$ cat config.mk
export PLATFORM = sky130hd
export DESIGN_NAME = ad9866_spi_slave
export DESIGN_NICKNAME = d
export VERILOG_FILES = /design/src/rtl/ad9866_spi_slave.sv
export SDC_FILE = /design/constraint.sdc
export NUM_CORES = 1
export LEC_CHECK = 0
export CORE_UTILIZATION = 32
export DETAILED_ROUTE_END_ITERATION = 8
export GPL_TIMING_DRIVEN = 0
export MAX_ROUTING_LAYER = met4
export SKIP_LAST_GASP = 1
export SLEW_MARGIN = 20
export SYNTH_ARGS = -nofsm -noshare
export SYNTH_HDL_FRONTEND = slang
export SYNTH_SLANG_ARGS = --single-unit
$ cat constraint.sdc
create_clock -name clk -period 3.55 [get_ports clk]
set_input_delay 0.71 -clock clk [delete_from_list [all_inputs] [get_ports clk]]
set_output_delay 0.71 -clock clk [all_outputs]
set_load 0.01 [all_outputs]
$ cat src/rtl/ad9866_spi_slave.sv
// SPI configuration slave for the AD9866 register map: 16-bit frames, writes and readback.
// Latency: write strobe one clk after the 16th sclk edge is seen; sdo updates one clk after each sclk edge.
// Backpressure: none; the master paces frames with sclk/sen_n, sclk must be slower than clk.
module ad9866_spi_slave #(
  parameter int NREGS = 20
) (
  input  logic       clk,
  input  logic       reset,
  input  logic       sclk,
  input  logic       sen_n,
  input  logic       sdio,
  output logic       sdo,
  output logic       wr_stb,
  output logic [4:0] wr_addr,
  output logic [7:0] wr_data,
  output logic [5:0] rx_gain,
  output logic       cal_pulse,
  output logic       frame_err
);

  typedef enum logic [1:0] {IDLE, SHIFT, HOLD} state_t;

  state_t     state;
  logic       sclk_q;
  logic [3:0] bit_cnt;
  logic [14:0] frame;      // bits received so far, newest in bit 0
  logic       armed;       // sen_n has been seen high since reset / last frame start
  logic [7:0] rd_sh;       // remaining readback bits, next one in bit 7
  logic [7:0] regs [NREGS];

  logic       rise;
  logic [4:0] rd_addr;
  logic [7:0] rd_val;
  logic       cmt_rw;
  logic [4:0] cmt_addr;
  logic [7:0] cmt_data;

  // sclk rising edge, only meaningful inside a frame
  assign rise = sclk & ~sclk_q & ~sen_n;

  // On the 8th edge the address LSB is the live sdio bit
  assign rd_addr = {frame[3:0], sdio};

  // On the 16th edge the full frame is the shifted bits plus the live sdio bit
  assign cmt_rw   = frame[14];
  assign cmt_addr = frame[11:7];
  assign cmt_data = {frame[6:0], sdio};

  // Register readback mux; unimplemented addresses read as zero
  always_comb begin
    rd_val = 8'h00;
    for (int i = 0; i < NREGS; i++) begin
      if (rd_addr == i[4:0]) rd_val = regs[i];
    end
  end

  // Frame FSM, shift register, readback serializer and register file
  always_ff @(posedge clk) begin
    if (reset) begin
      state     <= IDLE;
      sclk_q    <= 1'b0;
      bit_cnt   <= 4'd0;
      frame     <= '0;
      armed     <= 1'b0;
      rd_sh     <= 8'h00;
      sdo       <= 1'b0;
      wr_stb    <= 1'b0;
      wr_addr   <= 5'd0;
      wr_data   <= 8'h00;
      rx_gain   <= 6'd0;
      cal_pulse <= 1'b0;
      frame_err <= 1'b0;
      for (int i = 0; i < NREGS; i++) regs[i] <= 8'h00;
    end else begin
      sclk_q    <= sclk;
      wr_stb    <= 1'b0;
      cal_pulse <= 1'b0;
      frame_err <= 1'b0;
      if (sen_n) armed <= 1'b1;

      case (state)
        IDLE: begin
          sdo <= 1'b0;
          if (!sen_n && armed) begin
            state   <= SHIFT;
            bit_cnt <= 4'd0;
            armed   <= 1'b0;
          end
        end

        SHIFT: begin
          if (sen_n) begin
            // aborted frame: drop everything received so far
            state     <= IDLE;
            frame_err <= 1'b1;
            sdo       <= 1'b0;
          end else if (rise) begin
            frame   <= {frame[13:0], sdio};
            bit_cnt <= bit_cnt + 4'd1;
            if (bit_cnt == 4'd7) begin
              if (frame[6]) begin
                sdo   <= rd_val[7];
                rd_sh <= {rd_val[6:0], 1'b0};
              end else begin
                sdo   <= 1'b0;
                rd_sh <= 8'h00;
              end
            end else if (bit_cnt == 4'd15) begin
              sdo   <= 1'b0;
              state <= HOLD;
              if (!cmt_rw && ({27'd0, cmt_addr} < NREGS)) begin
                for (int i = 0; i < NREGS; i++) begin
                  if (cmt_addr == i[4:0])
                    regs[i] <= (i == 7) ? (cmt_data & 8'hDF) : cmt_data;
                end
                wr_stb    <= 1'b1;
                wr_addr   <= cmt_addr;
                wr_data   <= cmt_data;
                cal_pulse <= (cmt_addr == 5'h07) && cmt_data[5];
                if (cmt_addr == 5'h0A) rx_gain <= cmt_data[5:0];
              end
            end else if (bit_cnt > 4'd7) begin
              sdo   <= rd_sh[7];
              rd_sh <= {rd_sh[6:0], 1'b0};
            end
          end
        end

        HOLD: begin
          sdo <= 1'b0;
          if (sen_n) state <= IDLE;
        end

        default: state <= IDLE;
      endcase
    end
  end

endmodule

# Yosys cells after proc, flatten, opt, wreduce, memory -nomap -nowiden
# Memory sizes are Yosys's and may differ from the RTL's.
# Index checks and enable logic that the tools add are counted.
[word_totals]
ff_bits = 54
in_bits = 5
elab_cells = 368
ram_bits = 160
output_inout_bits = 23
n_memories = 1
[mem_list]
columns = ["name", "depth", "word_bits", "read_ports", "rd_clocked_by_memory_dff", "wr", "line", "rtl"]
rows = [
  ["regs", 20, 8, 20, 0, 20, "29", "logic [7:0] regs [NREGS];"],
]
[op_classes]
n_reduce_logical = 22
magnitude_cmp = 2
bitwise = 29
n_mux = 249
add_sub_neg = 1
eq_ne = 51
[ops]
columns = ["cell", "n"]
rows = [
  ["$mux 8", 44],
  ["$mux 1", 193],
  ["$eq 5x4->1 const B", 16],
  ["$eq 5x3->1 const B", 8],
  ["$eq 5x5->1 const B", 8],
  ["$eq 5x2->1 const B", 4],
  ["$or 1x1->1", 20],
  ["$mux 2", 6],
  ["$mux 4", 3],
  ["$eq 5x1->1 const B", 2],
  ["$logic_not 5->1", 2],
  ["$ne 2x2->1 const B", 5],
  ["$reduce_and 5->1", 2],
  ["$ne 3x3->1 const B", 3],
  ["$pmux 4 s2", 1],
  ["$not 1->1", 7],
  ["$reduce_and 7->1", 1],
  ["$reduce_or 7->1", 1],
  ["$pmux 2 s3", 1],
  ["$reduce_and 3->1", 2],
  ["$reduce_and 6->1", 1],
  ["$reduce_bool 2->1", 3],
  ["$reduce_or 6->1", 1],
  ["$lt 5x5->1 const B", 1],
  ["14 further kinds", 19],
]

# Logic depth before layout (Yosys ltp)
# Gate-level depths: netlist (run 1).
[logic_depth]
depth_word = 26
depth_mapped = 10
mapped_depth_nobuf = 7

# Least setup slack after synthesis (run 1)
# OpenSTA, ideal clock, no wires.
[synth_timing]
path_kind = "input to register"
start = "input port sen_n"
end = "memory regs[15][0], in the netlist regs[3][24] (enable)"
path_buffers = 2
arrival_ns = 2.253
setup_time_ns = 0.334
path_stages = 7
required_time_ns = 3.216
slack_ns = 0.962
cell_sequence = "clkbuf_1 -> nor4_4 -> and2b_1 -> and2_1 -> buf_2 -> nand4_2 -> nand2b_1"
[synth_rtl]
columns = ["item", "line", "rtl"]
rows = [
  ["start: declaration", "10", "input logic sen_n,"],
  ["end: declaration", "29", ""],
]

# Worst setup path after layout (run 1)
[layout_timing]
start = "input port sdio"
end = "register rd_sh[5]"
[layout_via]
elab_chain_len = 23
word_cells_on_any_way = 42
classes_between = "eq/ne (19); mux (22); reduce/logical (1)"
[layout_rtl]
columns = ["item", "line", "rtl"]
rows = [
  ["start: declaration", "11", "input logic sdio,"],
  ["$logic_not 5->1", "53", "if (rd_addr == i[4:0]) rd_val = regs[i];"],
  ["$mux 8 (19 in series)", "53", ""],
  ["$mux 8 (*)", "53", ""],
  ["$mux 8 (*)", "101", "if (frame[6]) begin"],
  ["$mux 8 (*)", "100", "if (bit_cnt == 4'd7) begin"],
  ["end signal: assignment", "103", "rd_sh <= {rd_val[6:0], 1'b0};"],
  ["end signal: assignment", "124", "rd_sh <= {rd_sh[6:0], 1'b0};"],
  ["end: declaration", "28", "logic [7:0] rd_sh;"],
]
# Every way passes the cells marked *; elsewhere a longest branch is shown, timed or not.
# A chain may end at the register's enable or synchronous reset.

==> results of run 1 <==
[placed cells by master (no fill, tap or decap), types with 16 or more instances in the layout]
cell and count:
nor2_1 188, edfxtp_1 159, nand2_1 99, a21oi_1 71, dfxtp_1 53, clkbuf_1 49, nand2b_1 35, o21ai_0 29
clkdlybuf4s50_1 26, clkbuf_16 25, nand3_1 20, mux2i_1 20, buf_2 19, nor3_1 19, inv_1 16
[worst paths after layout]
| path | from | end |
|---|---|---|
| hold reg to reg | wr_data[4] | wr_data[4] |
| setup / recovery | sdio | rd_sh[5] |
| hold / removal | wr_data[4] | wr_data[4] |
| setup reg to reg | frame[0] | rd_sh[5] |
[routing by layer]
layer  global-route usage  share of wire  up-vias  wire length, µm
met2                0.344           0.44      393            15400
met4               0.0975          0.046        0             1580
met1                0.310           0.43     3858            14900
met5                    -              0        -                0
li1                     -              -     3472                -
met3               0.0373          0.081       93             2820
[power by group through the flow]
stage	combinational [mW]	clock [mW]	sequential [mW]
6_report	0.232	2.35	2.79
5_1_grt	0.242	2.47	2.79
4_1_cts	0.226	2.38	2.79
3_5_place_dp	0.225	0	2.84
3_3_place_gp	0.224	0	2.84
2_1_floorplan	0.131	0	2.82
[state kept, by name, summed over array words and instances (netlist names), 2 cells and up]
name,cells
wr_addr,5
bit_cnt,4
rd_sh,7
wr_data,8
regs,159
state,2
frame,15
rx_gain,6
[cell usage after synthesis, drive strengths merged (2+ instances only)]
cell type	count
nand4	6
o221ai	3
nand3b	4
a221oi	5
o31ai	5
and3	3
a41o	2
and2	12
nor4	4
a31o	2
nor2	188
o41ai	2
a2111oi	2
o22ai	8
nor2b	10
mux4	3
nand2b	36
o32ai	3
o21ai	30
buf	31
nand2	100
a21o	4
dfxtp	53
mux2i	20
inv	16
a22oi	5
nor3	19
a22o	5
a31oi	7
nor3b	5
edfxtp	159
a311oi	2
o2bb2ai	3
clkbuf	45
mux2	4
o211ai	4
o311ai	3
a32oi	2
or4	2
nand3	23
or3	2
or2	2
a211oi	8
a21oi	71
[through the flow]
step | instance area (µm²) | cells | power (mW)
after global placement | 10500 | 1358 | 3.06
after detailed placement | 10500 | 1358 | 3.06
after floorplan | 9720 | 942 | 2.95
final | 11200 | 1401 | 5.37
after CTS | 11200 | 1401 | 5.39
after global routing | 11200 | 1401 | 5.51
[worst max-delay path, delay by kind of cell]
| family | cells | cell delay (ns) |
|---|---|---|
| compound gates | 3 | 0.91 |
| simple gates | 2 | 0.25 |
| buf+inv | 5 | 1.95 |
[cell families (layout without fill, tap and decap cells)]
family | count (synthesis) | after routing | share of synthesized area
buf+inv | 92 | 161 | 0.0390
flops | 212 | 212 | 0.601
fa+ha+maj | 1 | 1 | 0.00129
compound gates | 185 | 185 | 0.122
simple gates | 425 | 425 | 0.204
mux | 27 | 27 | 0.0322
[final cells by class]
class | instances | area share
tap | 390 | 0.0436
multi-input combinational | 638 | 0.313
sequential | 212 | 0.521
timing repair buffer | 26 | 0.0232
buffer | 76 | 0.0287
inverter | 16 | 0.00536
clock inverter | 10 | 0.00447
clock buffer | 33 | 0.0612
[what timing repair did]
item	CTS	global route
endpoints found under the setup margin	0	9
hold buffers	0	0
gates resized for setup	0	2
==> metrics.md, run 1 <==
| Metric | Value |
|---|---|
| Leading area contributor after synthesis | `edfxtp_1` |
| Synthesis Warnings | `0` |
| Slowest stage delay, CP | `0.54 ns` |
| Net count, final | `1,001` |
| Hold WC Path Type | `register to register` |
| Post-synth cell types | `74` |
| Sequential share of power | `0.519` |
| Die height | `176 µm` |
| Top area cells in the synthesized netlist | `edfxtp_1 (49%), dfxtp_1 (11%), nor2_1 (7.3%), nand2_1 (3.8%), a21oi_1 (3.7%)` |
| CTS max path bufs | `3` |
| FF+latch area | `0.00584 mm²` |
| Peak VDD IR | `0.273 mV` |
| Syn Nets | `948` |
| Net Sw Frac | `0.226` |
| ANT cells | `0` |
| GRT Util Overall | `0.231` |
| Worst skew pair latency | `0.52 ns` |
| Final period utilization | `0.974` |
| Final worst path period need | `3.46 ns` |
| Detailed-route via count | `7,816` |
| Setup TNS | `0 ns` |
| Syn-to-layout area delta | `15.3%` |
| Syn Area/Cell | `10.3 µm²` |
| Internal power | `4.16 mW` |
| Total CTS buffers | `25` |
| Post CTS Setup Buffer Count | `0` |
| Pins Over Slew Limit | `0` |
| Core area | `0.0297 mm²` |
| Routability cong. | `1.01` |
| Async SR Flop Fraction | `0` |
| Layout cells sized above 1 | `0.0791` |
| Status | `complete, no violations` |
| Placement row count | `63` |
| Max Fclk | `0.289 GHz` |
| Sw power | `1.21 mW` |
| Critical path type | `primary input to register` |
| Dpl ws | `-0.418 ns` |
| Worst-margin pin slew | `0.989 ns` |
| WP data arrival | `3.84 ns` |
| Crit path capture type | `register` |
| Seq/Total Area, Yosys | `0.601` |
| R2r worst-path depth | `9` |
| Vias in the first global route | `7,456` |
| DP Wirelength | `24.4 mm` |
| EDFF count, synth | `159` |
| Worst Setup Start Kind | `primary input` |
| Worst hold stages | `2` |
| R2R setup slack | `0.19 ns` |
| Min setup slack post-route | `0.0930 ns` |
| Via density | `5.58` |
| Largest net degree at the start of global routing | `13` |
| RSZ-0062 raised after global routing | `false` |
| Clock-pin slew on the worst setup and hold paths | `0.06 ns` |
| Grt ovf | `0` |
| Crit path max-delay cell type | `o21ai_0` |
| Final core utilization | `0.377` |
| Synthesized cell area | `0.00972 mm²` |
| Final setup fails | `0` |
| Clk pwr share | `0.438` |
| Final WL | `34.8 mm` |
| Fillcell total | `2,906` |
| Maxcap violations | `0` |
| First-pass GRT wire length | `50.3 mm` |
| IO Port Bufs | `26` |
| Leak Pwr | `3.62 nW` |
| CTS tree | `done` |
| Sink Count | `212` |
| Hold Slack | `0.453 ns` |
| CP cell instances | `clkdlybuf4s50_1 -> buf_2 -> buf_2 -> buf_4 -> buf_2 -> nor2_1 -> a21oi_1 -> nor3_1 -> o21ai_0 -> a21oi_1` |
| Relative slew slack | `0.339` |
| I/O pin count | `28` |
| Initial antenna violation count | `0` |
| Number of remaining DRC errors | `0` |
| Footprint of the multi-input gates | `0.00350 mm²` |
| DR pass1 iterations | `5` |
| Layout Skew | `0.00721 ns` |
| Ys flop type | `edfxtp_1` |
| Wire length per cell | `24.8 µm` |
| Final Hold Fails | `0` |
| Power Dens Cells | `480 mW/mm²` |
| #FFs+latches synth | `212` |
| Die ar. | `0.0311 mm²` |
| Root Buffer Master | `clkbuf_16` |
| Starting DRT DRC Count | `847` |
| CP max FO | `10` |
| Die Wd | `176 µm` |
| Starting Density | `0.327` |
| Req. time, crit path | `3.93 ns` |
| H-tree levels | `1` |
| Post-route ant nets | `0` |
| Most frequent CP cell | `buf_2` |
| Mapped Cells | `942` |
| Gate power share | `0.043` |
| Top cell type's share of synthesized area | `0.491` |
Note: power is estimated with default switching activity, not from simulation.
==> run 2: changes to the inputs <==
--- a/config.mk
+++ b/config.mk
@@ -8,6 +8,7 @@
 export CORE_UTILIZATION = 32
 export DETAILED_ROUTE_END_ITERATION = 8
 export GPL_TIMING_DRIVEN = 0
+export HOLD_SLACK_MARGIN = 0.12
 export MAX_ROUTING_LAYER = met4
 export SKIP_LAST_GASP = 1
 export SLEW_MARGIN = 20
==> results of run 2 <==
The final DEF is identical to that of run 1; final timing and power are the same.
==> run 3: changes to the inputs <==
==> constraint.sdc (replaced) <==
create_clock -name clk -period 3.55 [get_ports clk]
set_input_delay 0.5325 -clock clk [delete_from_list [all_inputs] [get_ports clk]]
set_output_delay 0.5325 -clock clk [all_outputs]
set_load 0.01 [all_outputs]
==> run 3 against run 2 <==
  * Highest routed layer unchanged
  * Setup slack gained 0.069 ns
  * Routed wire length is essentially flat
  * Via count grew 0.10%
  * Flip-flop and latch count is the same
  * Worst hold slack is essentially flat
  * Critical endpoint is now rd_sh[6]
  * Clock skew grew 0.00091 ns
==> metrics.md, run 3 (synthesis gave the netlist of run 1 again) <==
| Metric | Value |
|---|---|
| Total Power | `5.37 mW (about the same)` |
| Most frequent CP cell | `buf_2 (unchanged)` |
| Hold WC Path Type | `register to register (unchanged)` |
| CP cell instances | `clkdlybuf4s50_1 -> buf_2 -> buf_2 -> buf_2 -> buf_2 -> a21oi_1 -> o311ai_0 -> o2bb2ai_1 (was clkdlybuf4s50_1 -> buf_2 -> buf_2 -> buf_4 -> buf_2 -> nor2_1 -> a21oi_1 -> nor3_1 -> o21ai_0 -> a21oi_1)` |
| Starting Density | `0.327 (unchanged)` |
| Layout Skew | `0.00812 ns (was 0.00721 ns)` |
| Slowest stage delay, CP | `0.66 ns (was 0.54 ns)` |
| Leak Pwr | `3.62 nW (about the same)` |
| Number of remaining DRC errors | `0 (unchanged)` |
| Req. time, crit path | `4.00 ns (was 3.93 ns)` |
| Gate power share | `0.043 (about the same)` |
| Fillcell total | `2,907 (was 2,906)` |
| Buf+Inv Stages, Crit Path | `5 (unchanged)` |
| Die ar. | `0.0311 mm² (unchanged)` |
| WP data arrival | `3.84 ns (about the same)` |
| Hold Path Sink | `wr_data[4] (unchanged)` |
| Start of the worst register-to-register path | `frame[0] (unchanged)` |
| Layout cells sized above 1 | `0.0781 (was 0.0791)` |
| Crit path capture type | `register (unchanged)` |
| I/O pin count | `28 (unchanged)` |
| Largest regs | `regs: 159 flops, frame: 15 flops, wr_data: 8 flops (unchanged)` |
| Sink Count | `212 (unchanged)` |
| Routability cong. | `1.01 (unchanged)` |
| Largest net degree at the start of global routing | `13 (unchanged)` |
| Final WL | `34.8 mm (about the same)` |
| Largest delay share family, worst path | `buffers and inverters (unchanged)` |
| Pins Over Slew Limit | `0 (unchanged)` |
| Worst r2r dst | `rd_sh[5] (unchanged)` |
| Largest register FFs | `159 (unchanged)` |
| FF+latch area | `0.00584 mm² (unchanged)` |
| Via density | `5.58 (about the same)` |
| Critical path type | `primary input to register (unchanged)` |
| Net count, final | `1,001 (unchanged)` |
| R2R setup slack | `0.20 ns (was 0.19 ns)` |
| Starting DRT DRC Count | `857 (was 847)` |
| Worst-margin pin slew | `0.982 ns (was 0.989 ns)` |
| Commonest non-fill, non-tap cell in the layout | `nor2_1 (unchanged)` |
| Post-CTS sizing | `0 (unchanged)` |
| Initial antenna violation count | `0 (unchanged)` |
| Final worst path period need | `3.39 ns (was 3.46 ns)` |
| Vias in the first global route | `7,456 (unchanged)` |
| Maxcap violations | `0 (unchanged)` |
| Die Wd | `176 µm (unchanged)` |
| DR pass1 iterations | `5 (unchanged)` |
| Post-CTS Hold Buffers | `0 (unchanged)` |
| IO Port Bufs | `26 (unchanged)` |
| First-pass GRT wire length | `50.3 mm (unchanged)` |
| Worst Setup Start Kind | `primary input (unchanged)` |
| GRT Util Overall | `0.231 (unchanged)` |
| Final setup fails | `0 (unchanged)` |
| Wire length per cell | `24.8 µm (about the same)` |
| Sequential share of power | `0.519 (about the same)` |
| CTS tree | `done (unchanged)` |
| Syn-to-layout area delta | `15.3% (about the same)` |
| CP max FO | `10 (unchanged)` |
| RSZ-0062 raised after global routing | `false (unchanged)` |
| Net Sw Frac | `0.226 (about the same)` |
| Total CTS buffers | `25 (unchanged)` |
| Worst hold stages | `2 (unchanged)` |
| ANT cells | `0 (unchanged)` |
| Core area | `0.0297 mm² (unchanged)` |
| Root Buffer Master | `clkbuf_16 (unchanged)` |
| Status | `complete, no violations (unchanged)` |
| Final Hold Fails | `0 (unchanged)` |
| Post-route ant nets | `0 (unchanged)` |
| Post CTS Setup Buffer Count | `0 (unchanged)` |
| Final period utilization | `0.954 (was 0.974)` |
| Placement row count | `63 (unchanged)` |
| Clk pwr share | `0.438 (about the same)` |
| Footprint of the multi-input gates | `0.00350 mm² (about the same)` |
| DP Wirelength | `24.4 mm (unchanged)` |
| Relative slew slack | `0.341 (was 0.339)` |
| Peak VDD IR | `0.274 mV (was 0.273 mV)` |
| CTS max path bufs | `3 (unchanged)` |
| Final core utilization | `0.377 (about the same)` |
| H-tree levels | `1 (unchanged)` |
| Die height | `176 µm (unchanged)` |
| Max Fclk | `0.295 GHz (was 0.289 GHz)` |
| Commonest cells after routing, fill and taps aside | `nor2_1 (188), edfxtp_1 (159), nand2_1 (99) (unchanged)` |
| Detailed-route via count | `7,824 (was 7,816)` |
| Grt ovf | `0 (unchanged)` |
| Largest Register | `regs (unchanged)` |
| Clock-pin slew on the worst setup and hold paths | `0.06 ns (about the same)` |
| Crit path max-delay cell type | `o311ai_0 (was o21ai_0)` |
| HP Start | `wr_data[4] (unchanged)` |
| Internal power | `4.16 mW (about the same)` |
| Sw power | `1.21 mW (about the same)` |
| Power Dens Cells | `480 mW/mm² (about the same)` |
| R2r worst-path depth | `9 (unchanged)` |
| Worst skew pair latency | `0.52 ns (about the same)` |
-- run 3: cell types whose count changed in the layout (fill, tap and decap cells not counted), sizes merged --
cell    change
buf         +1
clkbuf      -1
-- run 3: routing by layer --
layer / routed length [µm] / track usage / share of wire / vias up
met2: 15400 / 0.344 / 0.44 / 404
met5: 0 / - / 0 / -
met1: 14800 / 0.310 / 0.43 / 3845
met3: 2940 / 0.0373 / 0.085 / 105
li1: - / - / - / 3470
met4: 1640 / 0.0975 / 0.047 / 0
-- run 3: worst register-to-register path, cell delays in order, from the launching register on --
cell     delay (ns)
dfxtp_1        0.47
buf_2          0.26
buf_2          0.29
buf_2          0.37
buf_1          0.75
nor2_1         0.12
a21oi_1        0.20
nor3_1         0.07
o21ai_0        0.55
a21oi_1        0.14
-- run 3: how the worst max path moves through the flow --
stage	from	end	cells after the start
after floorplan	sen_n	regs[3][24]	7
after global placement	sclk	regs[3][22]	6
after detailed placement	sdio	regs[4][16]	8
after CTS	bit_cnt[0]	regs[3][23]	6
after global routing	bit_cnt[0]	regs[3][16]	6
final	sdio	rd_sh[6]	8
-- run 3: area by class of cell --
| cell class | count | share of cell area |
|---|---|---|
| flip-flops and latches | 212 | 0.521 |
| multi-input cells | 638 | 0.313 |
| clock buffers | 33 | 0.0612 |
| well taps | 390 | 0.0436 |
| plain buffers | 76 | 0.0285 |
| repair buffers | 26 | 0.0232 |
| inverters | 16 | 0.00536 |
| clock inverters | 10 | 0.00447 |
-- run 3: power groups by stage --
stage / registers [mW] / clock network [mW] / logic (mW)
final: 2.79 / 2.35 / 0.231
after global routing: 2.79 / 2.47 / 0.241
after CTS: 2.79 / 2.38 / 0.226
after detailed placement: 2.84 / 0 / 0.225
after global placement: 2.84 / 0 / 0.224
after floorplan: 2.82 / 0 / 0.131
-- run 3: metrics by stage --
step	TNS, ns	cells	setup WS [ns]	hold WS [ns]	cell area (µm²)
after floorplan	0	942	1.14	0.432	9720
after global placement	-4.39	1358	-0.235	0.447	10500
after detailed placement	-4.77	1358	-0.241	0.446	10500
after CTS	0	1401	0.285	0.454	11200
after global routing	0	1401	0.0465	0.472	11200
final	0	1401	0.162	0.453	11200
